## config.mk

```make
export PLATFORM = sky130hd
export DESIGN_NAME = pipe_fetch
export DESIGN_NICKNAME = d
export VERILOG_FILES = /design/src/rtl/pipe_pkg.sv /design/src/rtl/pipe_npc_mux.sv /design/src/rtl/pipe_fetch.sv
export SDC_FILE = /design/constraint.sdc
export NUM_CORES = 1
export LEC_CHECK = 0
export BUFFER_PORTS_ARGS = -buffer_cell sky130_fd_sc_hd__buf_4
export CELL_PAD_IN_SITES_DETAIL_PLACEMENT = 2
export CELL_PAD_IN_SITES_GLOBAL_PLACEMENT = 2
export CORE_MARGIN = 2
export CORE_UTILIZATION = 30
export DETAILED_ROUTE_END_ITERATION = 6
export GPL_TIMING_DRIVEN = 0
export PLACE_DENSITY_LB_ADDON = 0.1
export SLEW_MARGIN = 0
export SYNTH_ARGS = -nofsm -noshare
export SYNTH_HDL_FRONTEND = slang
export SYNTH_SLANG_ARGS = --single-unit
```

## constraint.sdc

```tcl
create_clock -name clock -period 5.3 [get_ports clock]
set_input_delay 0.265 -clock clock [delete_from_list [all_inputs] [get_ports clock]]
set_output_delay 0.265 -clock clock [all_outputs]
set_load 0.05 [all_outputs]
```

## src/rtl/pipe_pkg.sv

```systemverilog
// ============================================================================
// Module      : pipe_pkg
// Description : Shared pipeline definitions: next-PC select codes, fetch state
//               encodings, reset PC and bubble instruction.
// Revision    : 1.0 - initial release
// ============================================================================
`default_nettype none

package pipe_pkg;

    localparam logic [1:0] c_PCSRC_SEQ = 2'b00;  // pc + 4
    localparam logic [1:0] c_PCSRC_BR  = 2'b01;  // branch target
    localparam logic [1:0] c_PCSRC_JR  = 2'b10;  // register jump
    localparam logic [1:0] c_PCSRC_J   = 2'b11;  // jump target

    localparam logic [1:0] c_ST_FETCH   = 2'b00;
    localparam logic [1:0] c_ST_HOLD    = 2'b01;
    localparam logic [1:0] c_ST_DISCARD = 2'b10;

    localparam logic [31:0] c_RESET_PC = 32'h0000_0000;
    localparam logic [31:0] c_NOP_INST = 32'h0000_0000;  // sll $0,$0,0

    typedef enum logic [1:0] {
        ST_FETCH   = c_ST_FETCH,
        ST_HOLD    = c_ST_HOLD,
        ST_DISCARD = c_ST_DISCARD
    } fetch_state_t;

endpackage : pipe_pkg

`default_nettype wire

```

## src/rtl/pipe_npc_mux.sv

```systemverilog
// ============================================================================
// Module      : pipe_npc_mux
// Description : 4:1 32-bit next-PC selector driven by the ID-stage pcsource.
// Revision    : 1.0 - initial release
// ============================================================================
`default_nettype none

module pipe_npc_mux
    import pipe_pkg::*;
(
    input  logic [1:0]  sel,
    input  logic [31:0] pc4,
    input  logic [31:0] bpc,
    input  logic [31:0] da,
    input  logic [31:0] jpc,
    output logic [31:0] npc
);

    always_comb begin
        npc = pc4;
        case (sel)
            c_PCSRC_SEQ: npc = pc4;
            c_PCSRC_BR:  npc = bpc;
            c_PCSRC_JR:  npc = da;
            c_PCSRC_J:   npc = jpc;
            default:     npc = pc4;
        endcase
    end

endmodule : pipe_npc_mux

`default_nettype wire

```

## src/rtl/pipe_fetch.sv

```systemverilog
// ============================================================================
// Module      : pipe_fetch
// Description : IF stage with variable-latency instruction memory, stall
//               buffer, flushed redirects and delayed-branch support.
// Revision    : 1.0 - initial release
// ============================================================================
`default_nettype none

module pipe_fetch
    import pipe_pkg::*;
#(
    parameter logic [31:0] RESET_PC = c_RESET_PC,
    parameter logic [31:0] NOP_INST = c_NOP_INST
) (
    input  logic        clock,
    input  logic        reset,
    input  logic [1:0]  pcsource,
    input  logic [31:0] bpc,
    input  logic [31:0] da,
    input  logic [31:0] jpc,
    input  logic        wpcir,
    input  logic        if_flush,
    output logic        imem_req,
    output logic [31:0] imem_addr,
    input  logic        imem_ready,
    input  logic [31:0] imem_rdata,
    output logic [31:0] dpc4,
    output logic [31:0] inst,
    output logic        dvalid
);

    fetch_state_t r_state, w_state_nxt;
    logic [31:0]  r_pc, w_pc_nxt;
    logic [31:0]  r_saved, w_saved_nxt;
    logic         r_pending, w_pending_nxt;
    logic [31:0]  r_hold_inst, w_hold_inst_nxt;
    logic [31:0]  r_hold_pc4, w_hold_pc4_nxt;
    logic [31:0]  r_inst, w_inst_nxt;
    logic [31:0]  r_dpc4, w_dpc4_nxt;
    logic         r_dvalid, w_dvalid_nxt;

    logic [31:0]  w_pc4;
    logic [31:0]  w_npc;
    logic         w_redirect;
    logic         w_avail;
    logic [31:0]  w_acc_inst;
    logic [31:0]  w_acc_pc4;

    assign w_pc4      = r_pc + 32'd4;
    assign w_redirect = (pcsource != c_PCSRC_SEQ);
    assign w_avail    = ((r_state == ST_FETCH) && imem_ready) || (r_state == ST_HOLD);
    assign w_acc_inst = (r_state == ST_HOLD) ? r_hold_inst : imem_rdata;
    assign w_acc_pc4  = (r_state == ST_HOLD) ? r_hold_pc4  : w_pc4;

    pipe_npc_mux u_npc_mux (
        .sel (pcsource),
        .pc4 (w_pc4),
        .bpc (bpc),
        .da  (da),
        .jpc (jpc),
        .npc (w_npc)
    );

    always_comb begin
        w_state_nxt     = r_state;
        w_pc_nxt        = r_pc;
        w_saved_nxt     = r_saved;
        w_pending_nxt   = r_pending;
        w_hold_inst_nxt = r_hold_inst;
        w_hold_pc4_nxt  = r_hold_pc4;
        w_inst_nxt      = r_inst;
        w_dpc4_nxt      = r_dpc4;
        w_dvalid_nxt    = r_dvalid;

        case (r_state)
            ST_FETCH, ST_HOLD: begin
                if (!wpcir) begin
                    // ID stalled: park a completing fetch until ID can take it
                    if ((r_state == ST_FETCH) && imem_ready) begin
                        w_hold_inst_nxt = imem_rdata;
                        w_hold_pc4_nxt  = w_pc4;
                        w_state_nxt     = ST_HOLD;
                    end
                end else if (w_redirect && if_flush) begin
                    w_inst_nxt    = NOP_INST;
                    w_dvalid_nxt  = 1'b0;
                    w_pending_nxt = 1'b0;
                    if (w_avail) begin
                        w_pc_nxt    = w_npc;
                        w_state_nxt = ST_FETCH;
                    end else begin
                        w_saved_nxt = w_npc;
                        w_state_nxt = ST_DISCARD;
                    end
                end else if (w_avail) begin
                    w_inst_nxt    = w_acc_inst;
                    w_dpc4_nxt    = w_acc_pc4;
                    w_dvalid_nxt  = 1'b1;
                    w_pending_nxt = 1'b0;
                    w_state_nxt   = ST_FETCH;
                    if (w_redirect) begin
                        w_pc_nxt = w_npc;
                    end else if (r_pending) begin
                        w_pc_nxt = r_saved;
                    end else begin
                        w_pc_nxt = w_pc4;
                    end
                end else begin
                    // Delay slot still in flight: remember where to go after it
                    w_inst_nxt   = NOP_INST;
                    w_dvalid_nxt = 1'b0;
                    if (w_redirect) begin
                        w_saved_nxt   = w_npc;
                        w_pending_nxt = 1'b1;
                    end
                end
            end
            ST_DISCARD: begin
                if (wpcir) begin
                    w_inst_nxt   = NOP_INST;
                    w_dvalid_nxt = 1'b0;
                end
                if (imem_ready) begin
                    w_pc_nxt    = r_saved;
                    w_state_nxt = ST_FETCH;
                end
            end
            default: begin
                w_state_nxt = ST_FETCH;
            end
        endcase
    end

    always_ff @(posedge clock or posedge reset) begin
        if (reset) begin
            r_state     <= ST_FETCH;
            r_pc        <= RESET_PC;
            r_saved     <= 32'd0;
            r_pending   <= 1'b0;
            r_hold_inst <= 32'd0;
            r_hold_pc4  <= 32'd0;
            r_inst      <= NOP_INST;
            r_dpc4      <= 32'd0;
            r_dvalid    <= 1'b0;
        end else begin
            r_state     <= w_state_nxt;
            r_pc        <= w_pc_nxt;
            r_saved     <= w_saved_nxt;
            r_pending   <= w_pending_nxt;
            r_hold_inst <= w_hold_inst_nxt;
            r_hold_pc4  <= w_hold_pc4_nxt;
            r_inst      <= w_inst_nxt;
            r_dpc4      <= w_dpc4_nxt;
            r_dvalid    <= w_dvalid_nxt;
        end
    end

    // The discarded request keeps its address on the bus until it completes
    assign imem_req  = (r_state != ST_HOLD);
    assign imem_addr = r_pc;
    assign inst      = r_inst;
    assign dpc4      = r_dpc4;
    assign dvalid    = r_dvalid;

endmodule : pipe_fetch

`default_nettype wire

```

# After elaboration in Yosys (flattened, before gate mapping)
# Cells that the tools add are included.
# totals
register_bits,196
in_bits,135
out_inout_bits,98
word_cells,77
# op_classes
addsub,1
eq_ne,12
muxes,35
bitwise,3
reduce_logical,17
# ops
op,count
2-to-1 mux 32 bit,17
one-hot mux 32 bit (2 select lines),2
one-hot mux 32 bit (4 select lines),1
"adder 32 x 3 -> 32 bit, second input constant",1
2-to-1 mux 2 bit,6
AND reduction 3 bit,4
AND reduction 4 bit,3
"!= test 2 bit, second input constant",4
2-to-1 mux 1 bit,7
"equality test 2 bit, second input constant",3
nonzero test 2 bit,3
"equality test 2 x 1 -> 1 bit, second input constant",2
zero test 2 bit,2
"!= test 4 bit, second input constant",1
one-hot mux 2 bit (2 select lines),1
"!= test 3 bit, second input constant",1
inverter 1 bit,3
nonzero test 3 bit,1
logical AND 1 bit,2
"!= test 2 x 1 -> 1 bit, second input constant",1
one-hot mux 1 bit (2 select lines),1
OR reduction 2 bit,1
logical OR 1 bit,1

# Depth between registers and ports, before layout
# logic_depth
word_depth,7
depth_mapped,8
ltp_nobuf,6

# Hierarchy
# A second synthesis with hierarchy kept.
# unflattened
hier_cells,957
hier_area_um2,10333.7
# by_module_without_submodules
module,n_inst,cells_each,area_per_inst_um2,seq_area_each_um2
pipe_fetch,1,918,9519.1,4904.7
pipe_npc_mux,1,39,814.5,0.0

# Worst setup path after synthesis
# No wires, ideal clock.
# synth_timing
path_kind,register to register
start,reg r_pc[7] (netlist: imem_addr[7])
end,reg r_pc[31] (netlist: imem_addr[31])
setup_time_ns,0.071
arrival_ns,2.583
required_time_ns,5.229
slack_ns,2.646
path_stages_with_launch,8
n_path_buf,2
synth_period_minus_slack_ns,2.654
path_cell_list,dfrtp_1 buf_2 nand4_2 or4_1 buf_2 or4_4 or3_1 nand4_1
# synth_via
elab_chain_len,7
word_cells_on_any_way,9
classes_between,add/sub: 1; mux: 8
# synth_lines
item,line,source
start: declaration,pipe_fetch.sv:33,"logic [31:0] r_pc, w_pc_nxt;"
start signal: assignment,pipe_fetch.sv:147,r_pc <= w_pc_nxt;
adder 32 x 3 -> 32 bit (*),pipe_fetch.sv:49,assign w_pc4 = r_pc + 32'd4;
one-hot mux 32 bit (4 select lines) / 2-to-1 mux 32 bit (equally long branches),"pipe_npc_mux.sv:21, pipe_fetch.sv:103",
2-to-1 mux 32 bit,pipe_fetch.sv:101,if (w_redirect) begin
2-to-1 mux 32 bit,pipe_fetch.sv:95,end else if (w_avail) begin
2-to-1 mux 32 bit (*),pipe_fetch.sv:84,end else if (w_redirect && if_flush) begin
2-to-1 mux 32 bit (*),pipe_fetch.sv:77,if (!wpcir) begin
one-hot mux 32 bit (2 select lines) (*),pipe_fetch.sv:75,case (r_state)
# Mark *: on every way between the ends. The rest lies on a longest branch, timed or not. The select of a mux whose other input is x is not followed.
# A chain may end at the register's enable or synchronous reset.

# Final worst setup path
# layout_timing
start,reg r_state[1]
end,reg r_hold_pc4[23]
# layout_via
elab_chain_len,3
word_cells_on_any_way,5
classes_between,eq/ne: 1; reduce/logical: 4
# layout_lines
item,line,source
start: declaration,pipe_fetch.sv:32,"fetch_state_t r_state, w_state_nxt;"
start signal: assignment,pipe_fetch.sv:146,r_state <= w_state_nxt;
equality test 2 x 1 -> 1 bit / zero test 2 bit (equally long branches),"pipe_fetch.sv:75, pipe_fetch.sv:79",
OR reduction 2 bit / logical AND 1 bit (equally long branches),"pipe_fetch.sv:75, pipe_fetch.sv:79",
AND reduction 3 bit (no line) (*),--,
end signal: assignment,pipe_fetch.sv:151,r_hold_pc4 <= w_hold_pc4_nxt;
end: declaration,pipe_fetch.sv:37,"logic [31:0] r_hold_pc4, w_hold_pc4_nxt;"
# Mark *: on every way between the ends. The rest lies on a longest branch, timed or not.

==> results_tabular.tex <==
\begin{tabular}{lr}
\hline
Metric & Value \\
\hline
\multicolumn{2}{l}{\textbf{Finish}} \\
\quad Number of non-filler instances in the completed layout & $\sim$1,700 \\
\quad Area growth from synthesis to final layout & 31.36\% \\
\quad Fraction of layout cells with a size suffix above 1 & between 20\% and 30\% \\
\quad Final std cell area, no fill & approximately 13,000 sq um \\
\quad Register cell area after layout & 4905 sq um \\
\quad Number of antenna repair diodes & 0 \\
\quad Fillcell total & between 3,000 and 4,000 \\
\quad Post-layout nets & 1,387 \\
\quad Footprint of the multi-input gates & between 4000 and 5000 sq um \\
\multicolumn{2}{l}{\textbf{Placed design}} \\
\quad Post-detail-place hpwl & 28.47 mm \\
\quad Count of input and output buffers & 230 \\
\quad Routability-driven placement congestion ratio & a little under 0.8 \\
\quad Number of placed cells counting well taps & 1,673 \\
\quad Placement-stage cell area & about 12,000 sq um \\
\quad DP Worst Slack & approximately 2 ns \\
\multicolumn{2}{l}{\textbf{Routing}} \\
\quad Per-cell via count in the routed design & between 5 and 6 \\
\quad Overall routed net length & 36.44 mm \\
\quad TritonRoute pass-1 iters & 4 \\
\quad DRC violations left & 0 \\
\quad Routed wire per std cell & between 20 and 25 um \\
\quad Residual antenna-violating net count after detailed routing & 0 \\
\quad Count of vias placed by the detailed router & 8,735 \\
\quad Iteration-0 DRC Markers & 388 \\
\multicolumn{2}{l}{\textbf{CTS}} \\
\quad Clock Latency Late Sink & 0.45 ns \\
\quad Post-CTS setup buffer count & 0 \\
\quad Number of H-tree levels & 4 \\
\quad Clock net sink count & about 200 \\
\quad CTS Buf Count & 17 \\
\quad TritonCTS clock tree & built \\
\quad Number of buffers between clock root and the deepest sink & 2 \\
\quad Clock root buffer & sky130\_fd\_sc\_hd\_\_clkbuf\_16 \\
\quad Clock-pin slew of the registers on the worst-case setup and hold paths & approximately 0.080 ns \\
\quad Post-cts resize count & 0 \\
\multicolumn{2}{l}{\textbf{Die}} \\
\quad Number of placement rows & 66 \\
\quad Die Span X & 184.4 um \\
\quad Overall die area & roughly 34,000 sq um \\
\quad Die height & between 150 and 200 um \\
\quad Core outline area & 32,290 sq um \\
\quad Io pins & around 230 \\
\quad Starting utilization of the core area & between 30\% and 40\% \\
\multicolumn{2}{l}{\textbf{STA}} \\
\quad Setup-failing EPs final & 0 \\
\quad Post-layout worst setup margin & roughly 2.4 ns \\
\quad F\_max & $\sim$350 MHz \\
\quad Final min period & 2.873 ns \\
\quad Worst setup skew after layout & $\sim$0.016 ns \\
\quad Setup TNS & 0 ns \\
\quad Setup repair after global routing missed its margin & no \\
\quad Headroom to the max-slew limit & 37.48\% \\
\quad Max Slew Vio Count & 0 \\
\quad Final period util & between 50\% and 60\% \\
\quad Transition at the pin with the smallest max-transition slack & approximately 0.94 ns \\
\quad Hold violation count in the final report & 0 \\
\multicolumn{2}{l}{\textbf{Synthesis}} \\
\quad Synthesized net count & between 1,000 and 1,500 \\
\quad Flip-flop and latch count after synthesis & approximately 200 \\
\quad Most area-consuming cells after synthesis & sky130\_fd\_sc\_hd\_\_dfrtp\_1, sky130\_fd\_sc\_hd\_\_mux2\_2, sky130\_fd\_sc\_hd\_\_o21ai\_0, sky130\_fd\_sc\_hd\_\_mux2i\_1, sky130\_fd\_sc\_hd\_\_nand2\_1 \\
\quad Library cell occupying the most area in the post-synthesis netlist & sky130\_fd\_sc\_hd\_\_dfrtp\_1 \\
\quad Synth async-reset ratio & between 90\% and 100\% \\
\quad Count of flip-flops with a built-in enable after synthesis & 0 \\
\quad Cell count after synthesis & $\sim$1,000 \\
\quad Count of warnings emitted by yosys & 0 \\
\quad Proportion of netlist area held by the largest area contributor & 50.22\% \\
\quad Post-synthesis cell type count & 55 \\
\quad Most common flop cell mapped by yosys & sky130\_fd\_sc\_hd\_\_dfrtp\_1 \\
\quad Post-Synthesis Mean Instance Area & approximately 9.8 sq um \\
\quad Sequential-to-total area share from yosys stat & 50.22\% \\
\quad Synth Cell Area & roughly 10000 sq um \\
\multicolumn{2}{l}{\textbf{Power and ir drop}} \\
\quad Max rail drop VDD & around 200 uV \\
\quad Pwr/cell area & 435.9 nW/um\^{}2 \\
\quad Final Total Pwr & about 5.6 mW \\
\quad Static Leak & 5.651 nW \\
\multicolumn{2}{l}{\textbf{Setup path}} \\
\quad Critical path fanouts, max & 10 \\
\quad Highest-delay cell along the critical path & sky130\_fd\_sc\_hd\_\_nor4b\_2 \\
\quad Kind of start point of the critical path & register \\
\quad CP cell instances & clkbuf\_1 > nor4b\_2 > clkbuf\_1 > clkbuf\_1 > a21oi\_1 \\
\quad Critical path's most frequent cell & sky130\_fd\_sc\_hd\_\_clkbuf\_1 \\
\quad Biggest cell delay along the critical path & approximately 0.83 ns \\
\quad Worst Path Arrival & $\sim$3.2 ns \\
\quad Type of the worst setup path & reg -> reg \\
\quad Nature of the critical path endpoint & register \\
\quad WP data required & approximately 5.6 ns \\
\multicolumn{2}{l}{\textbf{Global routing}} \\
\quad Initial antenna violation count & 0 \\
\quad Total overflow reported by the global router & 0 \\
\quad Number of global-route vias before repair & 9,683 \\
\quad GRT Overall Usage & between 20\% and 30\% \\
\quad Largest net degree at the start of global routing & 39 \\
\quad Global-route wire length before repair & 57.16 mm \\
\multicolumn{2}{l}{\textbf{Job}} \\
\quad Number of violations of the max-capacitance limit & 0 \\
\multicolumn{2}{l}{\textbf{Outcome}} \\
\quad Result of the run & completed \\
\multicolumn{2}{l}{\textbf{Min path}} \\
\quad Hold Crit Class & in -> reg \\
\hline
\end{tabular}
registers in the layout, summed over array words and instances, names as in the netlist:
name and flops:
dvalid 1, r_state 2, r_pending 1, inst 32
imem_addr 32, dpc4 32, r_hold_pc4 32, r_saved 32
r_hold_inst 32
layout make-up:
cell class	instances	share of cell area [%]
Sequential cell	196	38.23
Multi-Input combinational cell	714	35.44
Timing Repair Buffer	236	14.32
Tap cell	442	4.311
Clock buffer	18	3.423
Buffer	76	2.302
Clock inverter	13	1.658
Inverter	10	0.3218
path summary, 6_finish.rpt:
| kind | startpoint | end | slack [ns] | cells after the start |
|---|---|---|---|---|
| setup reg to reg | r_state[1]$_DFFE_PP0P_ | r_hold_pc4[23]$_DFFE_PP0P_ | 2.43 | 5 |
| hold reg to reg | dpc4[10]$_DFFE_PP0P_ | dpc4[10]$_DFFE_PP0P_ | 0.48 | 1 |
| setup / recovery | r_state[1]$_DFFE_PP0P_ | r_hold_pc4[23]$_DFFE_PP0P_ | 2.43 | 5 |
| min in group asynchronous | reset | inst[25]$_DFFE_PP0P_ | 0.48 | 3 |
| hold / removal | imem_ready | r_state[1]$_DFFE_PP0P_ | 0.03 | 2 |
| max in group asynchronous | reset | r_hold_inst[1]$_DFFE_PP0P_ | 3.97 | 5 |
worst max-delay path, delay by kind of cell (launching register included):
kind / cells / cell delay, ns
buf+inv: 3 / 1.33
simple gates: 1 / 0.83
flops: 1 / 0.38
compound gates: 1 / 0.16
through the flow:
stage	utilization [%]	hold slack [ns]
after floorplan	-	0.3541
after global placement	37.32	0.4615
after detailed placement	37.65	0.4031
after CTS	39.70	0.01042
after global routing	39.73	0.02655
final	39.73	0.03049
power by group:
group / leakage, nW / internal [mW] / total [mW] / switching [mW]
Combinational: 2.93 / 0.664 / 1.96 / 1.30
Sequential: 2.40 / 1.87 / 2.17 / 0.304
Clock: 0.316 / 0.821 / 1.46 / 0.640
Total: 5.65 / 3.35 / 5.59 / 2.24
cell usage in the layout (no fill, tap or decap), drive strengths merged, types with 8 or more instances in the layout:
cell	Yosys	layout
clkbuf	66	84
dfrtp	196	196
mux2i	47	47
o22ai	9	9
xor2	9	9
and3	16	16
xnor2	10	10
o21ai	139	139
a22oi	18	18
o2bb2ai	8	8
nand3	11	11
a221oi	12	12
mux2	74	74
buf	10	245
a21oi	60	60
a22o	8	8
nand2	114	114
nand4	11	11
nor2	71	71
inv	10	15
nor3	14	14
nor4	8	8
synth_stat cells, types with 11 or more instances:
| cell type | number |
|---|---|
| sky130_fd_sc_hd__dfrtp_1 | 196 |
| sky130_fd_sc_hd__o21ai_0 | 135 |
| sky130_fd_sc_hd__nand2_1 | 114 |
| sky130_fd_sc_hd__mux2_2 | 74 |
| sky130_fd_sc_hd__nor2_1 | 71 |
| sky130_fd_sc_hd__clkbuf_1 | 66 |
| sky130_fd_sc_hd__a21oi_1 | 60 |
| sky130_fd_sc_hd__mux2i_1 | 47 |
| sky130_fd_sc_hd__a22oi_1 | 18 |
| sky130_fd_sc_hd__and3_1 | 16 |
| sky130_fd_sc_hd__nor3_1 | 14 |
| sky130_fd_sc_hd__a221oi_1 | 12 |
| sky130_fd_sc_hd__nand3_1 | 11 |
per-layer routing:
metal	wire length, um	vias to the layer above	global-route usage (%)	part of all wire, %
met4	386	0	4.224	1.1
met3	1833	23	4.525	5.0
met2	18120	216	38.89	50
met5	0	-	0	0
met1	16100	4385	28.08	44
li1	-	4111	-	-
cell families after synthesis:
| family | share of synthesized area (%) |
|---|---|
| AOI/OAI and AO/OA | 18.50 |
| xor gates and xnor gates | 1.704 |
| adders and majority gates | 0.1281 |
| buffers and inverters | 3.408 |
| DFF | 50.22 |
| muxes | 13.35 |
| and+or+nand+nor | 12.70 |
repair_timing:
item,in CTS,in global routing
hold buffers,1,0
hold endpoints to repair,23,0
endpoints found under the setup margin,0,0
(Power assumes the default switching activity.)
